--- src/rtl/mem_refill_ctrl_pkg.sv ---
// Shared definitions for the cache-line refill agent: FSM states, line geometry
// and the helper that locates a word slot inside the assembled line.
package mem_refill_ctrl_pkg;

  localparam int BYTE_OFS_W       = 2;
  localparam int LINE_WORD_OFFSET = 2;
  localparam int WORDS_PER_LINE   = 1 << LINE_WORD_OFFSET;

  typedef enum logic [2:0] {
    IDLE     = 3'd0,
    RD_ISSUE = 3'd1,
    RD_WAIT  = 3'd2,
    RD_RESP  = 3'd3,
    WR_ISSUE = 3'd4,
    WR_WAIT  = 3'd5,
    WR_RESP  = 3'd6
  } state_t;

  function automatic int slot_lsb(input int word, input int width);
    return word * width;
  endfunction

endpackage

--- src/rtl/mem_refill_ctrl_refill_line_buffer.sv ---
// Line assembly buffer: one DATA_WIDTH slot per word, each loaded by its own
// write enable, presented packed with word i at bits [i*DATA_WIDTH +: DATA_WIDTH].
module mem_refill_ctrl_refill_line_buffer
  import mem_refill_ctrl_pkg::*;
#(
  parameter int DATA_WIDTH = 32,
  parameter int WORDS      = WORDS_PER_LINE,
  parameter int LINE_WIDTH = DATA_WIDTH * WORDS
) (
  input  logic                  clk,
  input  logic                  rst_n,
  input  logic [WORDS-1:0]      we,
  input  logic [DATA_WIDTH-1:0] wdat,
  output logic [LINE_WIDTH-1:0] line
);

  logic [DATA_WIDTH-1:0] slot_q [WORDS];

  always_ff @(posedge clk or negedge rst_n) begin
    if (!rst_n) begin
      for (int i = 0; i < WORDS; i++) slot_q[i] <= '0;
    end else begin
      for (int i = 0; i < WORDS; i++) begin
        if (we[i]) slot_q[i] <= wdat;
      end
    end
  end

  always_comb begin
    line = '0;
    for (int i = 0; i < WORDS; i++) begin
      line[slot_lsb(i, DATA_WIDTH) +: DATA_WIDTH] = slot_q[i];
    end
  end

endmodule

--- src/rtl/mem_refill_ctrl.sv ---
// Memory-side agent for the cache controller: critical-word-first line refill
// over a single-outstanding backing-memory port, plus single-word writes.
module mem_refill_ctrl
  import mem_refill_ctrl_pkg::*;
#(
  parameter int ADR_WIDTH     = 32,
  parameter int DATA_WIDTH    = 32,
  parameter int WORD_OFFSET   = 2,
  parameter int DATAMEM_WIDTH = 128
) (
  input  logic                     clk,
  input  logic                     rst,
  input  logic                     req_cc2mem,
  input  logic [ADR_WIDTH-1:0]     adr_cc2mem,
  input  logic                     rdwr_cc2mem,
  input  logic [DATA_WIDTH-1:0]    dat_cc2mem,
  output logic                     ack_mem2cc,
  output logic [DATA_WIDTH-1:0]    dat_mem2cc,
  output logic [WORD_OFFSET-1:0]   word_mem2cc,
  output logic                     done_mem2cc,
  output logic [DATAMEM_WIDTH-1:0] line_mem2cc,
  output logic                     mem_req,
  output logic                     mem_we,
  output logic [ADR_WIDTH-1:0]     mem_adr,
  output logic [DATA_WIDTH-1:0]    mem_wdat,
  input  logic                     mem_gnt,
  input  logic                     mem_rvalid,
  input  logic [DATA_WIDTH-1:0]    mem_rdat,
  output state_t                   state_dbg
);

  localparam int WPL  = 1 << WORD_OFFSET;
  localparam int LA_W = ADR_WIDTH - BYTE_OFS_W;

  // Backing-memory handshake: an access is accepted on a cycle where
  // mem_req && mem_gnt; mem_req/mem_adr/mem_we/mem_wdat hold steady until then.
  // Exactly one mem_rvalid pulse answers each accepted access (read data or
  // write completion); it is only honoured in RD_WAIT / WR_WAIT.

  state_t                 state, state_d;
  logic [LA_W-1:0]        adr_q, adr_d;
  logic [DATA_WIDTH-1:0]  wdat_q, wdat_d;
  logic [WORD_OFFSET-1:0] word_q, word_d, beat_q, beat_d;
  logic                   hold_q, hold_d;
  logic [WPL-1:0]         buf_we;

  logic                   ack_d, done_d, mem_req_d, mem_we_d;
  logic [DATA_WIDTH-1:0]  dat_d, mem_wdat_d;
  logic [WORD_OFFSET-1:0] word_out_d;
  logic [ADR_WIDTH-1:0]   mem_adr_d;

  logic unused_adr_lsb;
  assign unused_adr_lsb = ^adr_cc2mem[BYTE_OFS_W-1:0];

  assign state_dbg = state;

  always_comb begin
    state_d = state;
    adr_d   = adr_q;
    wdat_d  = wdat_q;
    word_d  = word_q;
    beat_d  = beat_q;
    hold_d  = hold_q;
    buf_we  = '0;
    dat_d   = '0;

    unique case (state)
      IDLE: begin
        if (req_cc2mem && !hold_q) begin
          adr_d  = adr_cc2mem[ADR_WIDTH-1:BYTE_OFS_W];
          wdat_d = dat_cc2mem;
          if (rdwr_cc2mem) begin
            state_d = WR_ISSUE;
          end else begin
            state_d = RD_ISSUE;
            word_d  = adr_cc2mem[WORD_OFFSET+BYTE_OFS_W-1:BYTE_OFS_W];
            beat_d  = '0;
          end
        end
      end
      RD_ISSUE: if (mem_gnt) state_d = RD_WAIT;
      RD_WAIT: begin
        if (mem_rvalid) begin
          buf_we[word_q] = 1'b1;
          dat_d          = mem_rdat;
          state_d        = RD_RESP;
        end
      end
      RD_RESP: begin
        if (beat_q == '1) begin
          hold_d  = 1'b1;
          state_d = IDLE;
        end else begin
          word_d  = word_q + 1'b1;
          beat_d  = beat_q + 1'b1;
          state_d = RD_ISSUE;
        end
      end
      WR_ISSUE: if (mem_gnt) state_d = WR_WAIT;
      WR_WAIT:  if (mem_rvalid) state_d = WR_RESP;
      WR_RESP: begin
        hold_d  = 1'b1;
        state_d = IDLE;
      end
      default: state_d = IDLE;
    endcase

    // Dropping req re-arms acceptance; it wins over a same-cycle completion.
    if (!req_cc2mem) hold_d = 1'b0;

    mem_req_d  = (state_d == RD_ISSUE) || (state_d == WR_ISSUE);
    mem_we_d   = (state_d == WR_ISSUE);
    mem_wdat_d = (state_d == WR_ISSUE) ? wdat_d : '0;
    mem_adr_d  = '0;
    if (state_d == RD_ISSUE) begin
      mem_adr_d = {adr_d[LA_W-1:WORD_OFFSET], word_d, {BYTE_OFS_W{1'b0}}};
    end else if (state_d == WR_ISSUE) begin
      mem_adr_d = {adr_d, {BYTE_OFS_W{1'b0}}};
    end
    ack_d      = (state_d == RD_RESP) || (state_d == WR_RESP);
    done_d     = (state_d == WR_RESP) || ((state_d == RD_RESP) && (beat_q == '1));
    word_out_d = '0;
    if (state_d == RD_RESP)      word_out_d = word_q;
    else if (state_d == WR_RESP) word_out_d = adr_q[WORD_OFFSET-1:0];
  end

  always_ff @(posedge clk or negedge rst) begin
    if (!rst) begin
      state       <= IDLE;
      adr_q       <= '0;
      wdat_q      <= '0;
      word_q      <= '0;
      beat_q      <= '0;
      hold_q      <= 1'b0;
      ack_mem2cc  <= 1'b0;
      done_mem2cc <= 1'b0;
      dat_mem2cc  <= '0;
      word_mem2cc <= '0;
      mem_req     <= 1'b0;
      mem_we      <= 1'b0;
      mem_adr     <= '0;
      mem_wdat    <= '0;
    end else begin
      state       <= state_d;
      adr_q       <= adr_d;
      wdat_q      <= wdat_d;
      word_q      <= word_d;
      beat_q      <= beat_d;
      hold_q      <= hold_d;
      ack_mem2cc  <= ack_d;
      done_mem2cc <= done_d;
      dat_mem2cc  <= dat_d;
      word_mem2cc <= word_out_d;
      mem_req     <= mem_req_d;
      mem_we      <= mem_we_d;
      mem_adr     <= mem_adr_d;
      mem_wdat    <= mem_wdat_d;
    end
  end

  mem_refill_ctrl_refill_line_buffer #(
    .DATA_WIDTH (DATA_WIDTH),
    .WORDS      (WPL),
    .LINE_WIDTH (DATAMEM_WIDTH)
  ) u_line_buf (
    .clk   (clk),
    .rst_n (rst),
    .we    (buf_we),
    .wdat  (dat_d),
    .line  (line_mem2cc)
  );

endmodule

--- config.mk ---
export PLATFORM = sky130hd
export DESIGN_NAME = mem_refill_ctrl
export DESIGN_NICKNAME = d
export VERILOG_FILES = /design/src/rtl/mem_refill_ctrl_pkg.sv /design/src/rtl/mem_refill_ctrl_refill_line_buffer.sv /design/src/rtl/mem_refill_ctrl.sv
export SDC_FILE = /design/constraint.sdc
export NUM_CORES = 1
export LEC_CHECK = 0
export BUFFER_PORTS_ARGS = -buffer_cell sky130_fd_sc_hd__buf_4
export CORE_MARGIN = 4
export CORE_UTILIZATION = 40
export CTS_CLUSTER_SIZE = 30
export DETAILED_ROUTE_END_ITERATION = 16
export GPL_TIMING_DRIVEN = 0
export SYNTH_ARGS = -nofsm -noshare
export SYNTH_HDL_FRONTEND = slang
export SYNTH_SLANG_ARGS = --single-unit
--- constraint.sdc ---
create_clock -name clk -period 5.37 [get_ports clk]
set_input_delay 0 -clock clk [delete_from_list [all_inputs] [get_ports clk]]
set_output_delay 0 -clock clk [all_outputs]
set_load 0.02 [all_outputs]
==> results of run 1 <==
## power breakdown
part / internal [W] / leakage (nW) / switching (W)
clock network: 0.00128 / 0.509 / 0.000863
logic: 0.00167 / 3.62 / 0.00183
registers: 0.00307 / 3.88 / 0.000333
## cell families after synthesis
| group | Yosys count | share of synthesized area [%] |
|---|---|---|
| DFF | 298 | 68.00 |
| muxes | 192 | 19.68 |
| and+or+nand+nor | 92 | 5.396 |
| AOI/OAI and AO/OA | 45 | 4.107 |
| buffers and inverters | 44 | 2.213 |
| adders and majority gates | 5 | 0.5705 |
| other | 1 | 0.03419 |
## final cells by class
cell class | instances | area, um2
fillers | 2180 | 10970
flip-flops and latches | 298 | 7457
repair buffers | 433 | 3551
multi-input cells | 336 | 3271
clock buffers | 45 | 918.4
well taps | 341 | 426.7
plain buffers | 35 | 209.0
clock inverters | 11 | 113.9
inverters | 9 | 33.78
## registers in the layout, indices dropped and copies added (netlist names)
signal           cells
mem_wdat            32
adr_q               30
mem_req              1
state_dbg            3
mem_we               1
u_line_buf.line    128
word_q               2
hold_q               1
wdat_q              32
dat_mem2cc          32
mem_adr             30
beat_q               2
ack_mem2cc           1
done_mem2cc          1
word_mem2cc          2
## stage by stage
stage | util, % | worst slack [ns] | std cells | cell area [um2]
global route | 59.29 | 2.681 | 1508 | 15980
detailed placement | 51.71 | 2.829 | 1351 | 13940
CTS | 59.29 | 2.819 | 1508 | 15980
finish | 59.29 | 2.868 | 1508 | 15980
floorplan | - | 3.135 | 678 | 10970
global placement | 51.48 | 1.574 | 1349 | 13870
## what timing repair did
action | CTS | global route
endpoints found under the hold margin | 398 | 0
hold buffers | 101 | 0
buffers inserted | 0 | 0
## synthesized netlist by cell type
| master | instances | area, um2 |
|---|---|---|
| a221oi_1 | 2 | 17.52 |
| buf_4 | 3 | 22.52 |
| buf_2 | 5 | 25.02 |
| nand2_1 | 9 | 33.78 |
| buf_1 | 12 | 45.04 |
| or4b_4 | 1 | 13.76 |
| and4bb_2 | 2 | 25.02 |
| buf_6 | 8 | 90.09 |
| o31a_4 | 1 | 17.52 |
| or4bb_1 | 2 | 22.52 |
| and2_1 | 33 | 206.5 |
| nor2_2 | 1 | 6.260 |
| a21boi_0 | 1 | 7.510 |
| mux2i_1 | 3 | 30.03 |
| a32oi_1 | 2 | 17.52 |
| inv_1 | 9 | 33.78 |
| nand3b_1 | 1 | 7.510 |
| nor4bb_1 | 1 | 10.01 |
| ha_1 | 5 | 62.56 |
| nor2b_1 | 38 | 237.7 |
| nand4_2 | 1 | 12.51 |
| nor3_1 | 1 | 5.000 |
| a21boi_1 | 3 | 22.52 |
| a21boi_2 | 24 | 270.3 |
| mux2_2 | 189 | 2128 |
| o22ai_2 | 2 | 25.02 |
| a211o_4 | 1 | 17.52 |
| a21oi_1 | 4 | 20.02 |
| conb_1 | 1 | 3.750 |
| clkbuf_1 | 7 | 26.28 |
| nor2_1 | 1 | 3.750 |
| a22oi_1 | 1 | 7.510 |
| dfrtp_1 | 298 | 7457 |
| nor3b_1 | 1 | 7.510 |
| a211oi_2 | 1 | 12.51 |
| o21ai_0 | 3 | 15.01 |
## placed cells by master, fill, tap and decap left out, types with 2 or more instances in the layout
| master | netlist | layout |
|---|---|---|
| dlygate4sd3_1 | 0 | 101 |
| mux2_2 | 189 | 189 |
| a21oi_1 | 4 | 4 |
| buf_1 | 12 | 12 |
| a32oi_1 | 2 | 2 |
| a221oi_1 | 2 | 2 |
| o22ai_2 | 2 | 2 |
| clkbuf_8 | 0 | 9 |
| o21ai_0 | 3 | 3 |
| and4bb_2 | 2 | 2 |
| buf_6 | 8 | 8 |
| nor2b_1 | 38 | 38 |
| buf_2 | 5 | 5 |
| buf_4 | 3 | 332 |
| clkinv_2 | 0 | 6 |
| clkinvlp_4 | 0 | 2 |
| dfrtp_1 | 298 | 298 |
| bufinv_16 | 0 | 2 |
| a21boi_1 | 3 | 3 |
| a21boi_2 | 24 | 24 |
| mux2i_1 | 3 | 3 |
| clkbuf_16 | 0 | 31 |
| and2_1 | 33 | 33 |
| clkbuf_1 | 7 | 12 |
| nand2_1 | 9 | 9 |
| buf_16 | 0 | 2 |
| conb_1 | 1 | 2 |
| or4bb_1 | 2 | 2 |
| ha_1 | 5 | 5 |
| inv_1 | 9 | 9 |
## worst min-delay path by stage
stage / depth (start not counted) / to / slack, ns / from
global route: 2 / u_line_buf.line[23]$_DFFE_PN0P_ / 0.06 / rst
global placement: 2 / wdat_q[13]$_DFF_PN0_ / 0.25 / dat_cc2mem[13]
detailed placement: 1 / u_line_buf.line[23]$_DFFE_PN0P_ / 0.01 / rst
floorplan: 0 / ack_mem2cc$_DFF_PN0_ / -0.30 / rst
CTS: 2 / u_line_buf.line[23]$_DFFE_PN0P_ / 0.03 / rst
finish: 2 / u_line_buf.line[23]$_DFFE_PN0P_ / 0.02 / rst
## layer usage
layer	share of wire [%]	wire length, um	vias up	global-route usage [%]
met1	42	11780	3548	23.68
met3	8.6	2391	49	6.172
met5	0	0	-	0
met4	2.6	727	0	4.355
li1	-	-	3258	-
met2	46	12930	259	30.02
## critical path: cells and delay by family (launching register included)
kind | cells | cell delay, ns
buffers and inverters | 2 | 0.64
AND/OR/NAND/NOR | 1 | 0.59
AO/OA/AOI/OAI | 2 | 0.53
flip-flops | 1 | 0.39
adder cells (fa/ha/maj) | 1 | 0.25
==> results.cfg, run 1 <==
[floorplan]
rows = 60
initial_core_util_pct = 40.69
die_x_um = 173.6
ioPinCount = 335
fp.dieArea_um2 = 30130
coreArea_um2 = 26950
die_h_um = 173.6

[grt]
grt_use_total_pct = 18.28
grt-ovfl-total = 0
grt_start_max_net_pins = 119
first_global_vias = 7748
antenna_found_initial = 0
grt_first_pass_wirelength_mm = 44.79

[drt]
drt_iter0_markers = 300
viasPerCell = 4.718
routed_wl_mm = 27.83
vias = 7114
wl_per_cell_um = 18.45
dr.pass1.iters = 4
drcViolationCount = 0
ant_nets = 0

[clock_tree]
clk_pin_slew_worst_paths_ns = 0.06
cts_sinks = 298
cts.path.max_buffers = 3
cts_tree = built
clk_latency_ns = 0.54
numCtsBuffers = 31
ctsResizeCount = 0
htree_num_levels = 1
cts_root_buf = clkbuf_16

[logic_synthesis]
ys_ff_latch = 298
yosysSeqAreaShare_pct = 68.00
syn_avg_cell_area_um2 = 16.20
synth_area_um2 = 10970
syn_inst = 677
ys_warn_count = 0
ys_types = 36

[setup_path]
start_kind = flop
path_cells = ha_1 -> or4bb_1 -> o31a_4 -> a221oi_1 -> dlygate4sd3_1 -> inv_1
r2r_cells = 6
worst-r2r-setup-slack_ns = 2.87
critPathMaxFanout = 6
arrival_ns = 2.94
cp.required_ns = 5.81
startpoint = beat_q[0]$_DFFE_PN0P_
timing.rr.end = word_q[1]$_DFF_PN0_
r2r-start = beat_q[0]$_DFFE_PN0P_
endpoint_kind = flop
cp_slowest_cell = dlygate4sd3_1
setup.worst_path.end = word_q[1]$_DFF_PN0_
worstSetupPathType = reg2reg
max_stage_delay_ns = 0.60

[timing]
relSlewSlack_pct = 51.50
finalCritPeriodShare_pct = 46.59
period_minus_slack_ns = 2.502
final_hold_viol_count = 0
fin_setup_tns_ns = 0
report.final.slew_viol_count = 0
max_freq_ghz = 0.3997
fin_hold_ws_ns = 0.02281
setup_viol = 0
finalClockSkew_ns = 0.005636
rsz0062_at_grt = no
tightest_slew_ns = 0.7274

[pwr]
finalPower_w = 0.009037
pwr_density_cell_nw_per_um2 = 565.5
p_leak_nw = 8.014
vdd_drop_max_uv = 343.8

[finish]
fin_nets = 1251
n_antenna_cell = 0
layout-drive-gt1-share_pct = 53.30
area_growth_pct = 45.72

[flow_run]
cap_violations = 0

[min_path]
hp-class = in2async

[place]
post-dp-hpwl_mm = 19.60
port_buffers = 330
gp_congestion = 0.7533

[status]
status = finished clean
Note: power is estimated with default switching activity, not from simulation.
==> run 2, diff against run 1 <==
Settings changed: PLACE_DENSITY from default to 0.67.
Clock period 5.37 ns to 2.3 ns, I/O delays scaled along.
==> run 2 against run 1 <==
Effect of this change:
- maximum frequency grew 13%
- total power grew 130%
- first-iteration DRC count shrank 3.3%
- die area is the same
- via count shrank 0.17%
- clock power grew 120%
- clock skew grew 0.0029 ns
- worst hold slack gained 0.028 ns
- non-clock buffer count shrank 2
- critical path type unchanged
- highest routed layer unchanged
==> results.cfg, run 2 (synthesis gave the netlist of run 1 again) <==
[timing]
period_minus_slack_ns = 2.207
relSlewSlack_pct = 51.10
tightest_slew_ns = 0.7336
finalClockSkew_ns = 0.008524
setup_viol = 0
rsz0062_at_grt = no
fin_setup_tns_ns = 0
report.final.slew_viol_count = 0
fin_hold_ws_ns = 0.05112
final_hold_viol_count = 0
finalCritPeriodShare_pct = 95.98
max_freq_ghz = 0.4530

[clock_tree]
cts_sinks = 298
clk_latency_ns = 0.53
clk_pin_slew_worst_paths_ns = 0.06
cts_tree = built
htree_num_levels = 1
cts.path.max_buffers = 3
numCtsBuffers = 29
cts_root_buf = clkbuf_16

[pwr]
pwr_density_cell_nw_per_um2 = 1316
finalPower_w = 0.02100
p_leak_nw = 8.014
vdd_drop_max_uv = 761.1

[floorplan]
rows = 60
ioPinCount = 335
initial_core_util_pct = 40.69
coreArea_um2 = 26950
die_h_um = 173.6
die_x_um = 173.6
fp.dieArea_um2 = 30130

[status]
status = finished clean

[setup_path]
path_cells = ha_1 -> or4bb_1 -> o31a_4 -> a211o_4 -> buf_6 -> a21boi_1
cp_slowest_cell = or4bb_1
critPathMaxFanout = 10
arrival_ns = 2.66
worstSetupPathType = reg2reg
worst-r2r-setup-slack_ns = 0.09
start_kind = flop
max_stage_delay_ns = 0.58
endpoint_kind = flop
cp.required_ns = 2.76

[finish]
fin_nets = 1247
area_growth_pct = 45.48
final_cell_mix = buf_4 (332), dfrtp_1 (297), mux2_2 (189)
n_antenna_cell = 0
layout-drive-gt1-share_pct = 54.83
final_common_cell = buf_4
nFillCells = 2098
largest_reg_flops = 128

[min_path]
hp-class = in2async

[grt]
antenna_found_initial = 0
met3_usage_pct = 7.001
grt_use_total_pct = 18.75
grt_first_pass_wirelength_mm = 45.59
top_usage_layer = met2
grt_util_met2_pct = 31.51
use_met1_pct = 23.67
grt-ovfl-total = 0
grt_start_max_net_pins = 108
first_global_vias = 7925

[place]
gp_congestion = 0.7927
port_buffers = 330
post-dp-hpwl_mm = 19.88

[drt]
drcViolationCount = 0
vias = 7102
viasPerCell = 4.732
wl_per_cell_um = 18.97
dr.pass1.iters = 4
drt_iter0_markers = 290
routed_wl_mm = 28.48
ant_nets = 0

[flow_run]
cap_violations = 0
==> run 2: metrics by stage <==
| step | setup WS (ns) | std cells | instance area [um2] | utilization, % |
|---|---|---|---|---|
| floorplan | 0.06545 | 678 | 10970 | - |
| detailed placement | -0.2574 | 1351 | 13940 | 51.71 |
| global placement | -1.452 | 1349 | 13870 | 51.48 |
| CTS | 0.01255 | 1502 | 15950 | 59.17 |
| finish | 0.09252 | 1501 | 15950 | 59.20 |
| global route | 0.001416 | 1501 | 15950 | 59.20 |
==> run 2: critical path, delay by kind of cell, from the launching register on <==
kind                       cells  cell delay, ns
adders and majority gates      1            0.25
and+or+nand+nor                1            0.58
DFF                            1            0.40
buffers and inverters          1            0.16
AOI/OAI and AO/OA              3            0.74
==> run 2: final timing paths <==
path,start,endpoint,depth (start not counted)
hold / removal,rst,mem_adr[21]$_DFF_PN0_,2
setup / recovery,beat_q[0]$_DFFE_PN0P_,mem_adr[4]$_DFF_PN0_,6
min in group clk,adr_cc2mem[5],adr_q[3]$_DFF_PN0_,3
setup reg to reg,beat_q[0]$_DFFE_PN0P_,mem_adr[4]$_DFF_PN0_,6
hold reg to reg,wdat_q[9]$_DFF_PN0_,wdat_q[9]$_DFF_PN0_,1
max in group asynchronous,rst,dat_mem2cc[20]$_DFF_PN0_,4
==> run 2: layout make-up <==
type / instances / area (um2) / share of cell area [%]
Inverter: 9 / 33.78 / 0.2117
Sequential cell: 298 / 7458 / 46.75
Timing Repair Buffer: 432 / 3551 / 22.26
Clock inverter: 11 / 130.1 / 0.8156
Clock buffer: 40 / 827.0 / 5.184
Buffer: 34 / 226.5 / 1.419
Multi-Input combinational cell: 336 / 3301 / 20.69
Tap cell: 341 / 426.7 / 2.674
==> run 2: layer usage <==
layer,vias to the layer above,wire (um)
met4,0,461
met5,-,0
met1,3568,11810
met2,262,13590
met3,28,2619
li1,3244,-
==> run 2: timing repair <==
item                                    4_1_cts  5_1_grt
buffers inserted                              1        0
hold buffers                                 99        0
endpoints found under the hold margin       392        0
endpoints found under the setup margin      244      177
resized for setup                            18        5
==> run 2: where the power goes <==
part / total, W / switching (W) / internal, W
registers: 0.00799 / 0.000818 / 0.00717
clock network: 0.00478 / 0.00195 / 0.00283
logic: 0.00823 / 0.00430 / 0.00393
total: 0.0210 / 0.00707 / 0.0139
==> run 3, diff against run 2 <==
Settings changed: CTS_BUF_LIST from default to sky130_fd_sc_hd__clkbuf_8, CTS_CLUSTER_SIZE 30 to 40.
==> run 3 against run 2 <==
Effect of this change:
- final area increased by 0.32%
- largest power group unchanged
- clock-buffer cell count increased by 26
- critical endpoint unchanged
- register-to-register slack about the same
- routed wire length increased by 0.68%
==> results.cfg, run 3 (synthesis gave the netlist of run 1 again) <==
[status]
status = finished clean

[clock_tree]
clk_pin_slew_worst_paths_ns = 0.06
htree_num_levels = 2
cts_sinks = 298
cts.path.max_buffers = 3
clk_latency_ns = 0.54
numCtsBuffers = 49
cts_root_buf = clkbuf_8
cts_tree = built

[drt]
wl_per_cell_um = 18.69
dr.pass1.iters = 4
drt_iter0_markers = 278
drcViolationCount = 0
viasPerCell = 4.732
vias = 7259
routed_wl_mm = 28.67
ant_nets = 0

[timing]
report.final.slew_viol_count = 0
finalClockSkew_ns = 0.01154
final_hold_viol_count = 0
finalCritPeriodShare_pct = 95.85
rsz0062_at_grt = no
max_freq_ghz = 0.4536
period_minus_slack_ns = 2.205
tightest_slew_ns = 0.7224
setup_viol = 0
fin_setup_tns_ns = 0
relSlewSlack_pct = 51.84

[finish]
register_area_um2 = 7458
fin_nets = 1267
final_common_cell = buf_4
multiInputGateArea_um2 = 3301
layout-drive-gt1-share_pct = 55.32
largest_reg_flops = 128
nFillCells = 2117
final_cell_mix = buf_4 (332), dfrtp_1 (297), mux2_2 (189)
area_growth_pct = 45.94
n_antenna_cell = 0

[grt]
grt-ovfl-total = 0
grt_first_pass_wirelength_mm = 45.73
antenna_found_initial = 0
grt_use_total_pct = 18.96
first_global_vias = 8066
grt_start_max_net_pins = 108

[floorplan]
die_h_um = 173.6
initial_core_util_pct = 40.69
fp.dieArea_um2 = 30130
ioPinCount = 335
rows = 60
die_x_um = 173.6
coreArea_um2 = 26950

[place]
port_buffers = 330
gp_congestion = 0.7927
post-dp-hpwl_mm = 19.88

[setup_path]
start_kind = flop
cp.required_ns = 2.77
r2r_cells = 6
worstSetupPathType = reg2reg
endpoint_kind = flop
critPathMaxFanout = 10
arrival_ns = 2.67

[pwr]
pwr_density_cell_nw_per_um2 = 1304
vdd_drop_max_uv = 822.9
p_leak_nw = 8.105
finalPower_w = 0.02086

[flow_run]
cap_violations = 0

[min_path]
hp-class = in2async
-- run 3: per-stage QoR --
| step | instance area (um2) | hold slack (ns) | util (%) | cells | setup WS, ns |
|---|---|---|---|---|---|
| finish | 16010 | 0.07306 | 59.39 | 1534 | 0.09545 |
| global route | 16010 | 0.1053 | 59.39 | 1534 | 0.01761 |
| CTS | 16000 | 0.05036 | 59.35 | 1535 | 0.001586 |
| detailed placement | 13940 | 0.06976 | 51.71 | 1351 | -0.2574 |
| global placement | 13870 | 0.2419 | 51.48 | 1349 | -1.452 |
| floorplan | 10970 | -0.2956 | - | 678 | 0.06545 |
-- run 3: final timing paths --
kind,startpoint,end,slack (ns)
max,beat_q[0]$_DFFE_PN0P_,mem_adr[4]$_DFF_PN0_,0.1
min,rst,adr_q[17]$_DFF_PN0_,0.07
max reg2reg,beat_q[0]$_DFFE_PN0P_,mem_adr[4]$_DFF_PN0_,0.1
min reg2reg,wdat_q[25]$_DFF_PN0_,wdat_q[25]$_DFF_PN0_,0.49
max in group asynchronous,rst,u_line_buf.line[107]$_DFFE_PN0P_,0.79
min in group clk,adr_cc2mem[5],adr_q[3]$_DFF_PN0_,0.24
-- run 3: final cells by class --
| type | instances | area share (%) |
|---|---|---|
| sequential | 298 | 46.60 |
| timing repair buffer | 432 | 22.19 |
| multi-input combinational | 336 | 20.62 |
| clock buffer | 66 | 5.675 |
| tap | 341 | 2.666 |
| buffer | 34 | 1.415 |
| clock inverter | 18 | 0.6254 |
| inverter | 9 | 0.2111 |
-- run 3: critical path: stages, from the launching register on --
cell	delay (ns)
dfrtp_1	0.39
ha_1	0.26
or4bb_1	0.58
o31a_4	0.19
a211o_4	0.38
buf_6	0.16
a21boi_1	0.17
-- run 3: per-layer routing --
layer  vias to the layer above  global-route usage (%)  wire length, um
li1                       3290                       -                -
met1                      3640                   23.28            11630
met2                       286                   30.94            13480
met3                        43                   8.310             2992
met4                         0                   4.949              567
met5                         -                       0                0
-- run 3: where the power goes --
| group | total (W) | switching [W] | leakage, nW | internal, W |
|---|---|---|---|---|
| sequential | 0.00798 | 0.000810 | 3.88 | 0.00717 |
| clock | 0.00465 | 0.00201 | 0.571 | 0.00265 |
| combinational | 0.00823 | 0.00430 | 3.65 | 0.00393 |
-- run 3: repair_timing --
action                     4_1_cts  5_1_grt
hold endpoints to repair       392        0
setup endpoints to repair      244      180
setup buffers                    1        0
resized for setup               17        6
hold buffers                    99        0
gates cloned                     0        0
